$ cat config.mk
export PLATFORM = sky130hd
export DESIGN_NAME = cnn_mac_pipe
export DESIGN_NICKNAME = d
export VERILOG_FILES = /design/src/rtl/cnn_mac_pkg.sv /design/src/rtl/cnn_mac_mul_pipe.sv /design/src/rtl/cnn_mac_pipe.sv
export SDC_FILE = /design/constraint.sdc
export NUM_CORES = 1
export LEC_CHECK = 0
export ABC_AREA = 1
export BUFFER_PORTS_ARGS = -buffer_cell sky130_fd_sc_hd__buf_2
export CORE_ASPECT_RATIO = 0.5
export CORE_MARGIN = 2
export CORE_UTILIZATION = 40
export CTS_CLUSTER_SIZE = 25
export DETAILED_ROUTE_END_ITERATION = 12
export MAX_ROUTING_LAYER = met4
export PLACE_DENSITY = 0.58
export SLEW_MARGIN = 20
export SYNTH_ARGS = -nofsm -noshare
export SYNTH_HDL_FRONTEND = slang
export SYNTH_HIERARCHICAL = 1
export SYNTH_SLANG_ARGS = --single-unit
$ cat constraint.sdc
create_clock -name ap_clk -period 5.6 [get_ports ap_clk]
set_clock_uncertainty 0.2 [all_clocks]
set_input_delay 0 -clock ap_clk [delete_from_list [all_inputs] [get_ports ap_clk]]
set_output_delay 0 -clock ap_clk [all_outputs]
set_load 0.05 [all_outputs]
$ cat src/rtl/cnn_mac_pkg.sv
// cnn_mac_pkg: shared FSM state type, round/shift/saturate helper and parameter checks for cnn_mac_pipe
package cnn_mac_pkg;
  typedef enum logic {EMPTY, ACCUM} state_t;
  typedef struct packed {
    logic signed [63:0] val;
    logic               ovf;
  } sat_t;
  // s arrives sign-extended to 65 bits, so the rounding add cannot wrap for any ACC_W <= 64
  function automatic sat_t sat_rshift(input logic signed [64:0] s, input int sh, input int ow);
    logic signed [64:0] r, hi, lo;
    sat_t o;
    r = (sh > 0) ? (s + (65'sd1 <<< (sh - 1))) >>> sh : s;
    hi = (65'sd1 <<< (ow - 1)) - 65'sd1;
    lo = -(65'sd1 <<< (ow - 1));
    o.ovf = (r > hi) || (r < lo);
    o.val = (r > hi) ? 64'(hi) : (r < lo) ? 64'(lo) : 64'(r);
    return o;
  endfunction
  function automatic bit params_ok(input int a_w, b_w, acc_w, out_w, ms, sh);
    return acc_w >= a_w + b_w && acc_w <= 64 && out_w >= 1 && out_w <= acc_w - sh &&
           ms >= 1 && ms <= 4 && sh >= 0 && sh < acc_w;
  endfunction
endpackage

$ cat src/rtl/cnn_mac_mul_pipe.sv
// cnn_mac_mul_pipe: operand register, signed multiply, STAGES product registers with valid/last sideband
// ports: clk/rst_n/ce/clr control; in_valid/in_last/a/b in; p/p_valid/p_last out of the last stage
module cnn_mac_mul_pipe #(
  parameter int A_W    = 10,
  parameter int B_W    = 14,
  parameter int STAGES = 2
) (
  input  logic                     clk,
  input  logic                     rst_n,
  input  logic                     ce,
  input  logic                     clr,
  input  logic                     in_valid,
  input  logic                     in_last,
  input  logic signed [A_W-1:0]    a,
  input  logic signed [B_W-1:0]    b,
  output logic signed [A_W+B_W-1:0] p,
  output logic                     p_valid,
  output logic                     p_last
);
  localparam int P_W = A_W + B_W;
  logic signed [A_W-1:0] ar;
  logic signed [B_W-1:0] br;
  logic                  av, al;
  logic signed [P_W-1:0] pr [STAGES];
  logic [STAGES-1:0]     pv, pl;
  always_ff @(posedge clk or negedge rst_n) begin
    if (!rst_n) begin
      ar <= '0;
      br <= '0;
      av <= 1'b0;
      al <= 1'b0;
      pv <= '0;
      pl <= '0;
      for (int i = 0; i < STAGES; i++) pr[i] <= '0;
    end else if (clr) begin
      av <= 1'b0;
      pv <= '0;
    end else if (ce) begin
      ar <= a;
      br <= b;
      av <= in_valid;
      al <= in_valid & in_last;
      pr[0] <= P_W'(ar) * P_W'(br);
      pv[0] <= av;
      pl[0] <= al;
      for (int i = 1; i < STAGES; i++) begin
        pr[i] <= pr[i-1];
        pv[i] <= pv[i-1];
        pl[i] <= pl[i-1];
      end
    end
  end
  assign p       = pr[STAGES-1];
  assign p_valid = pv[STAGES-1];
  assign p_last  = pl[STAGES-1];
endmodule

$ cat src/rtl/cnn_mac_pipe.sv
// cnn_mac_pipe: pipelined signed MAC with per-vector round/shift/saturate result
// ports: ap_clk/ap_rst_n (async low), ce, clr; in_valid/in_last/din0/din1 in; dout/dout_valid/ovf out
module cnn_mac_pipe
  import cnn_mac_pkg::*;
#(
  parameter int A_W        = 10,
  parameter int B_W        = 14,
  parameter int ACC_W      = 32,
  parameter int OUT_W      = 16,
  parameter int MUL_STAGES = 2,
  parameter int SHIFT      = 8
) (
  input  logic                    ap_clk,
  input  logic                    ap_rst_n,
  input  logic                    ce,
  input  logic                    clr,
  input  logic                    in_valid,
  input  logic                    in_last,
  input  logic signed [A_W-1:0]   din0,
  input  logic signed [B_W-1:0]   din1,
  output logic signed [OUT_W-1:0] dout,
  output logic                    dout_valid,
  output logic                    ovf
);
  if (!params_ok(A_W, B_W, ACC_W, OUT_W, MUL_STAGES, SHIFT)) begin : g_bad_params
    $error("cnn_mac_pipe: illegal parameter combination");
  end
  logic signed [A_W+B_W-1:0] p;
  logic                      p_valid, p_last;
  state_t                    st, st_n;
  logic signed [ACC_W-1:0]   acc, s;
  sat_t                      r;
  cnn_mac_mul_pipe #(.A_W(A_W), .B_W(B_W), .STAGES(MUL_STAGES)) u_mul (
    .clk(ap_clk), .rst_n(ap_rst_n), .ce(ce), .clr(clr),
    .in_valid(in_valid), .in_last(in_last), .a(din0), .b(din1),
    .p(p), .p_valid(p_valid), .p_last(p_last)
  );
  // s doubles as the next accumulator value and the pre-rounding sum of a finishing vector
  always_comb begin
    s = ((st == ACCUM) ? acc : '0) + ACC_W'(p);
    r = sat_rshift(65'(s), SHIFT, OUT_W);
    st_n = !p_valid ? st : p_last ? EMPTY : ACCUM;
  end
  always_ff @(posedge ap_clk or negedge ap_rst_n) begin
    if (!ap_rst_n) begin
      st <= EMPTY;
      acc <= '0;
      dout <= '0;
      dout_valid <= 1'b0;
      ovf <= 1'b0;
    end else if (clr) begin
      st <= EMPTY;
      dout_valid <= 1'b0;
    end else if (ce) begin
      st <= st_n;
      if (p_valid) acc <= s;
      dout_valid <= p_valid & p_last;
      if (p_valid & p_last) begin
        dout <= OUT_W'(r.val);
        ovf <= r.ovf;
      end
    end
  end
endmodule

==> PnR_summary.wiki <==
{| class="wikitable"
! Metric !! Value
|-
| Max Freq || 0.188 GHz
|-
| Fin util || 45.4%
|-
| Count of final max-slew check failures || 0
|-
| Share of final-layout standard cells stronger than drive strength 1 || 10.0%
|-
| Register cell area after layout || 3230 um^2
|-
| Count of input and output buffers || between 40 and 50
|-
| Clock Path Buffers || 2
|-
| Chip height || about 140 um
|-
| Total Nets Final || 2,481
|-
| Worst slew pin tran || 0.952 ns
|-
| Beginning of the worst register-to-register path || u_mul/ar[9]
|-
| Setup TNS Final || 0 ns
|-
| Cells after synthesis || approximately 2,200
|-
| R2R Path End || u_mul/pr[45]
|-
| Number of cells on the worst reg-to-reg path || 21
|-
| Largest incremental delay on the critical path || 0.54 ns
|-
| Cell area after synthesis || 14,800 um^2
|-
| Per-instance average area after synthesis || a little under 7 um^2
|-
| PwrDens || 486 nW/um^2
|-
| Status || finished, final reports clean
|-
| Share of the yosys chip area belonging to registers || 21.8%
|-
| Area of the multi-input gates || around 9400 um^2
|-
| Filler Cell Count || between 3,000 and 4,000
|-
| H-tree depth reported by CTS || 4
|-
| Placed cell count || 2,655
|-
| Hold Crit Class || in -> async
|-
| Reg2Reg Setup Slack || roughly 0.27 ns
|-
| Most used standard cells in the synthesized netlist || 827 x sky130_fd_sc_hd__nand2_1, 434 x sky130_fd_sc_hd__inv_1, 129 x sky130_fd_sc_hd__dfrtp_1
|-
| CP startpoint kind || register
|-
| CP cell instances || clkinvlp_4 -> buf_4 -> or2_2 -> fa_1 -> inv_1 -> fa_1 -> inv_1 -> fa_1 -> fa_1 -> fa_1 -> inv_1 -> ha_1 -> nand2_1 -> nor2_1 -> inv_1 -> nor2_1 -> nand4_1 -> nand3_1 -> nand2_1 -> nand3_1 -> nand2_1
|-
| Most used standard cell by instance count after synthesis || sky130_fd_sc_hd__nand2_1
|-
| Final critical-path required period || 5.33 ns
|-
| Routed vias || 12,800
|-
| Total routing usage reported by global routing || 22.1%
|-
| Number of antenna-violating nets in the routed design || 0
|-
| Detailed-route wire length per cell || roughly 14 um
|-
| Number of failing setup endpoints in the final timing report || 0
|-
| Master of the slowest instance on the critical path || sky130_fd_sc_hd__fa_1
|-
| Global placement routability congestion || 0.907
|-
| Family of cells with the greatest summed delay on the critical path || adder cells
|-
| Worst hold margin || 0.00880 ns
|-
| Number of optimization iterations in the first detailed-route pass || 6
|-
| Data required, critical path || between 5 and 6 ns
|-
| Antenna violations before repair || 0
|-
| Leakage power of the design || 9.58 nW
|-
| Global-route wire length before repair || 65,600 um
|-
| Register clock-pin slew on the reported worst setup and hold paths || 0.07 ns
|-
| Share of Yosys cell area claimed by the top area cell type || ~22%
|-
| Crit path max fanout || 10
|-
| Total power || 7.98 mW
|-
| Placeable core area || between 30,000 and 40,000 um^2
|-
| Sink count of the clock tree || 129
|-
| Unrepaired setup endpoints after global routing || false
|-
| Worst Path Arrival || 5.45 ns
|-
| Routed vias/inst || about 4.7
|-
| Number of clock buffers inserted by TritonCTS || 17
|-
| Critical path capture point type || register
|-
| Number of enable flip-flop cells after synthesis || 0
|-
| Clk root buf || sky130_fd_sc_hd__clkbuf_16
|-
| Yosys Warn Count || 6
|-
| Pin count of the biggest net entering global routing || 92
|-
| Leftover overflow at the end of global routing || 0
|-
| Antenna diode count || 0
|-
| Worst-skew pair later-pin latency || 0.44 ns
|-
| Remaining design rule violation count || 0
|-
| Top area cells in the synthesized netlist || sky130_fd_sc_hd__dfrtp_1 22%, sky130_fd_sc_hd__nand2_1 21%, sky130_fd_sc_hd__fa_1 17%, sky130_fd_sc_hd__inv_1 11%, sky130_fd_sc_hd__ha_1 7.5%
|-
| Max VDD drop || a little over 300 uV
|-
| Clock tree from TritonCTS || built
|-
| Vias in the first global route || 12,400
|-
| Area grow syn2layout || 11.2%
|-
| Crit share post-route || 95.2%
|-
| Worst relative slew slack || 36.5%
|-
| Cell Count, Final, Fillers Out || roughly 2,700
|-
| Main flop type after synthesis || sky130_fd_sc_hd__dfrtp_1
|-
| Critical path class || reg -> reg
|-
| I/O pin count || 48
|-
| WP buf/inv || 6
|-
| Die Outline Area || between 30,000 and 40,000 um^2
|-
| Biggest area consumer among synthesized cells || sky130_fd_sc_hd__dfrtp_1
|-
| Total number of placement rows || 49
|-
| Detailed-placement wirelength estimate || 30,900 um
|-
| Total Routed Length || 39,100 um
|-
| Die X || ~280 um
|-
| MaxCap Viol Count || 0
|-
| Post-synthesis net count || ~2,400
|-
| Final hold violation count || 0
|-
| Detailed Route Iter0 Violations || 952
|-
| Total of flip-flops plus latches after synthesis || 129
|-
| Async set-reset flop share out of synthesis || between 90% and 100%
|-
| Cell mode on critical path || sky130_fd_sc_hd__fa_1
|-
| Starting density of the core || approximately two fifths
|-
| Netlist cell types || 37
|}
-- sequential cells by signal, indices dropped and copies added, names as in the netlist --
signal and cells:
acc 32, u_mul/al 1, u_mul/pv 2, ovf 1
u_mul/av 1, u_mul/br 14, u_mul/p 24, u_mul/ar 10
dout 16, st 1, dout_valid 1, u_mul/pr 24
u_mul/pl 2
-- layout by cell type, fill, tap and decap left out, types with 3 or more instances in the layout --
cell type                       count
sky130_fd_sc_hd__ha_1              88
sky130_fd_sc_hd__clkinv_1           5
sky130_fd_sc_hd__nand3_2           11
sky130_fd_sc_hd__inv_8              3
sky130_fd_sc_hd__o21ai_0           68
sky130_fd_sc_hd__nor2_4            13
sky130_fd_sc_hd__fa_2               3
sky130_fd_sc_hd__nand3_1           90
sky130_fd_sc_hd__and2_1             5
sky130_fd_sc_hd__clkbuf_16         17
sky130_fd_sc_hd__a21oi_2            7
sky130_fd_sc_hd__nor2_2            17
sky130_fd_sc_hd__nor2_1           101
sky130_fd_sc_hd__nand2_1          827
sky130_fd_sc_hd__xnor2_1            8
sky130_fd_sc_hd__o21bai_1           6
sky130_fd_sc_hd__clkinv_4           3
sky130_fd_sc_hd__dlygate4sd3_1     45
sky130_fd_sc_hd__nand2_2           41
sky130_fd_sc_hd__dfrtp_2            4
sky130_fd_sc_hd__or2_2              7
sky130_fd_sc_hd__nor3_1             7
sky130_fd_sc_hd__buf_4             20
sky130_fd_sc_hd__nand3b_1           8
sky130_fd_sc_hd__nand4_1           26
sky130_fd_sc_hd__nand2_4            3
sky130_fd_sc_hd__fa_1             121
sky130_fd_sc_hd__inv_2             18
sky130_fd_sc_hd__inv_6              5
sky130_fd_sc_hd__a21oi_1           28
sky130_fd_sc_hd__o21ai_1            7
sky130_fd_sc_hd__inv_1            433
sky130_fd_sc_hd__xor2_1            13
sky130_fd_sc_hd__buf_2             46
sky130_fd_sc_hd__o22ai_1            6
sky130_fd_sc_hd__dfrtp_1          125
-- cell type report --
class / instances / area share, %
sequential: 129 / 19.7
tap: 484 / 3.69
clock inverter: 14 / 0.876
multi-input combinational: 1521 / 57.5
inverter: 457 / 10.5
clock buffer: 18 / 2.67
timing repair buffer: 112 / 5.13
-- how the worst max path moves through the flow --
stage | startpoint | to | slack [ns] | cells after the start
floorplan | u_mul/ar[3] | u_mul/pr[47] | 0.46 | 20
global placement | u_mul/ar[6] | u_mul/pr[45] | 0.24 | 21
detailed placement | u_mul/br[13] | u_mul/pr[45] | 0.20 | 21
CTS | u_mul/br[13] | u_mul/pr[45] | 0.18 | 21
global route | u_mul/ar[9] | u_mul/pr[45] | 0.0005 | 21
finish | u_mul/ar[9] | u_mul/pr[45] | 0.27 | 21
-- layer usage --
| layer | up-vias | global-route usage (%) | wire (um) |
|---|---|---|---|
| li1 | 6585 | - | - |
| met1 | 5954 | 31.7 | 20200 |
| met2 | 209 | 33.7 | 17100 |
| met3 | 29 | 2.61 | 1310 |
| met4 | 0 | 4.22 | 478 |
| met5 | - | - | 0 |
-- repair_timing --
action	CTS	global route
hold buffers	45	0
buffers inserted	0	3
endpoints found under the setup margin	0	9
endpoints found under the hold margin	122	0
gates resized for setup	0	9
-- kinds of logic after synthesis --
| family | count (synthesis) | synth area share, % |
|---|---|---|
| AOI/OAI and AO/OA | 129 | 4.80 |
| xor gates and xnor gates | 21 | 1.24 |
| adders and majority gates | 213 | 24.3 |
| buffers and inverters | 536 | 14.4 |
| DFF | 129 | 21.8 |
| and+or+nand+nor | 1158 | 33.3 |
-- report_power, final --
| part | internal (mW) | switching, mW | leakage (nW) |
|---|---|---|---|
| logic | 2.00 | 3.46 | 7.64 |
| registers | 1.16 | 0.204 | 1.66 |
| clock network | 0.640 | 0.511 | 0.292 |
-- through the flow --
stage | area, um^2 | worst slack (ns)
6_report | 16400 | 0.268
5_1_grt | 16400 | 0.000513
4_1_cts | 16400 | 0.178
3_5_place_dp | 15300 | 0.201
3_3_place_gp | 15300 | 0.237
2_1_floorplan | 14800 | 0.458
Power figures use the tool's default switching activity.
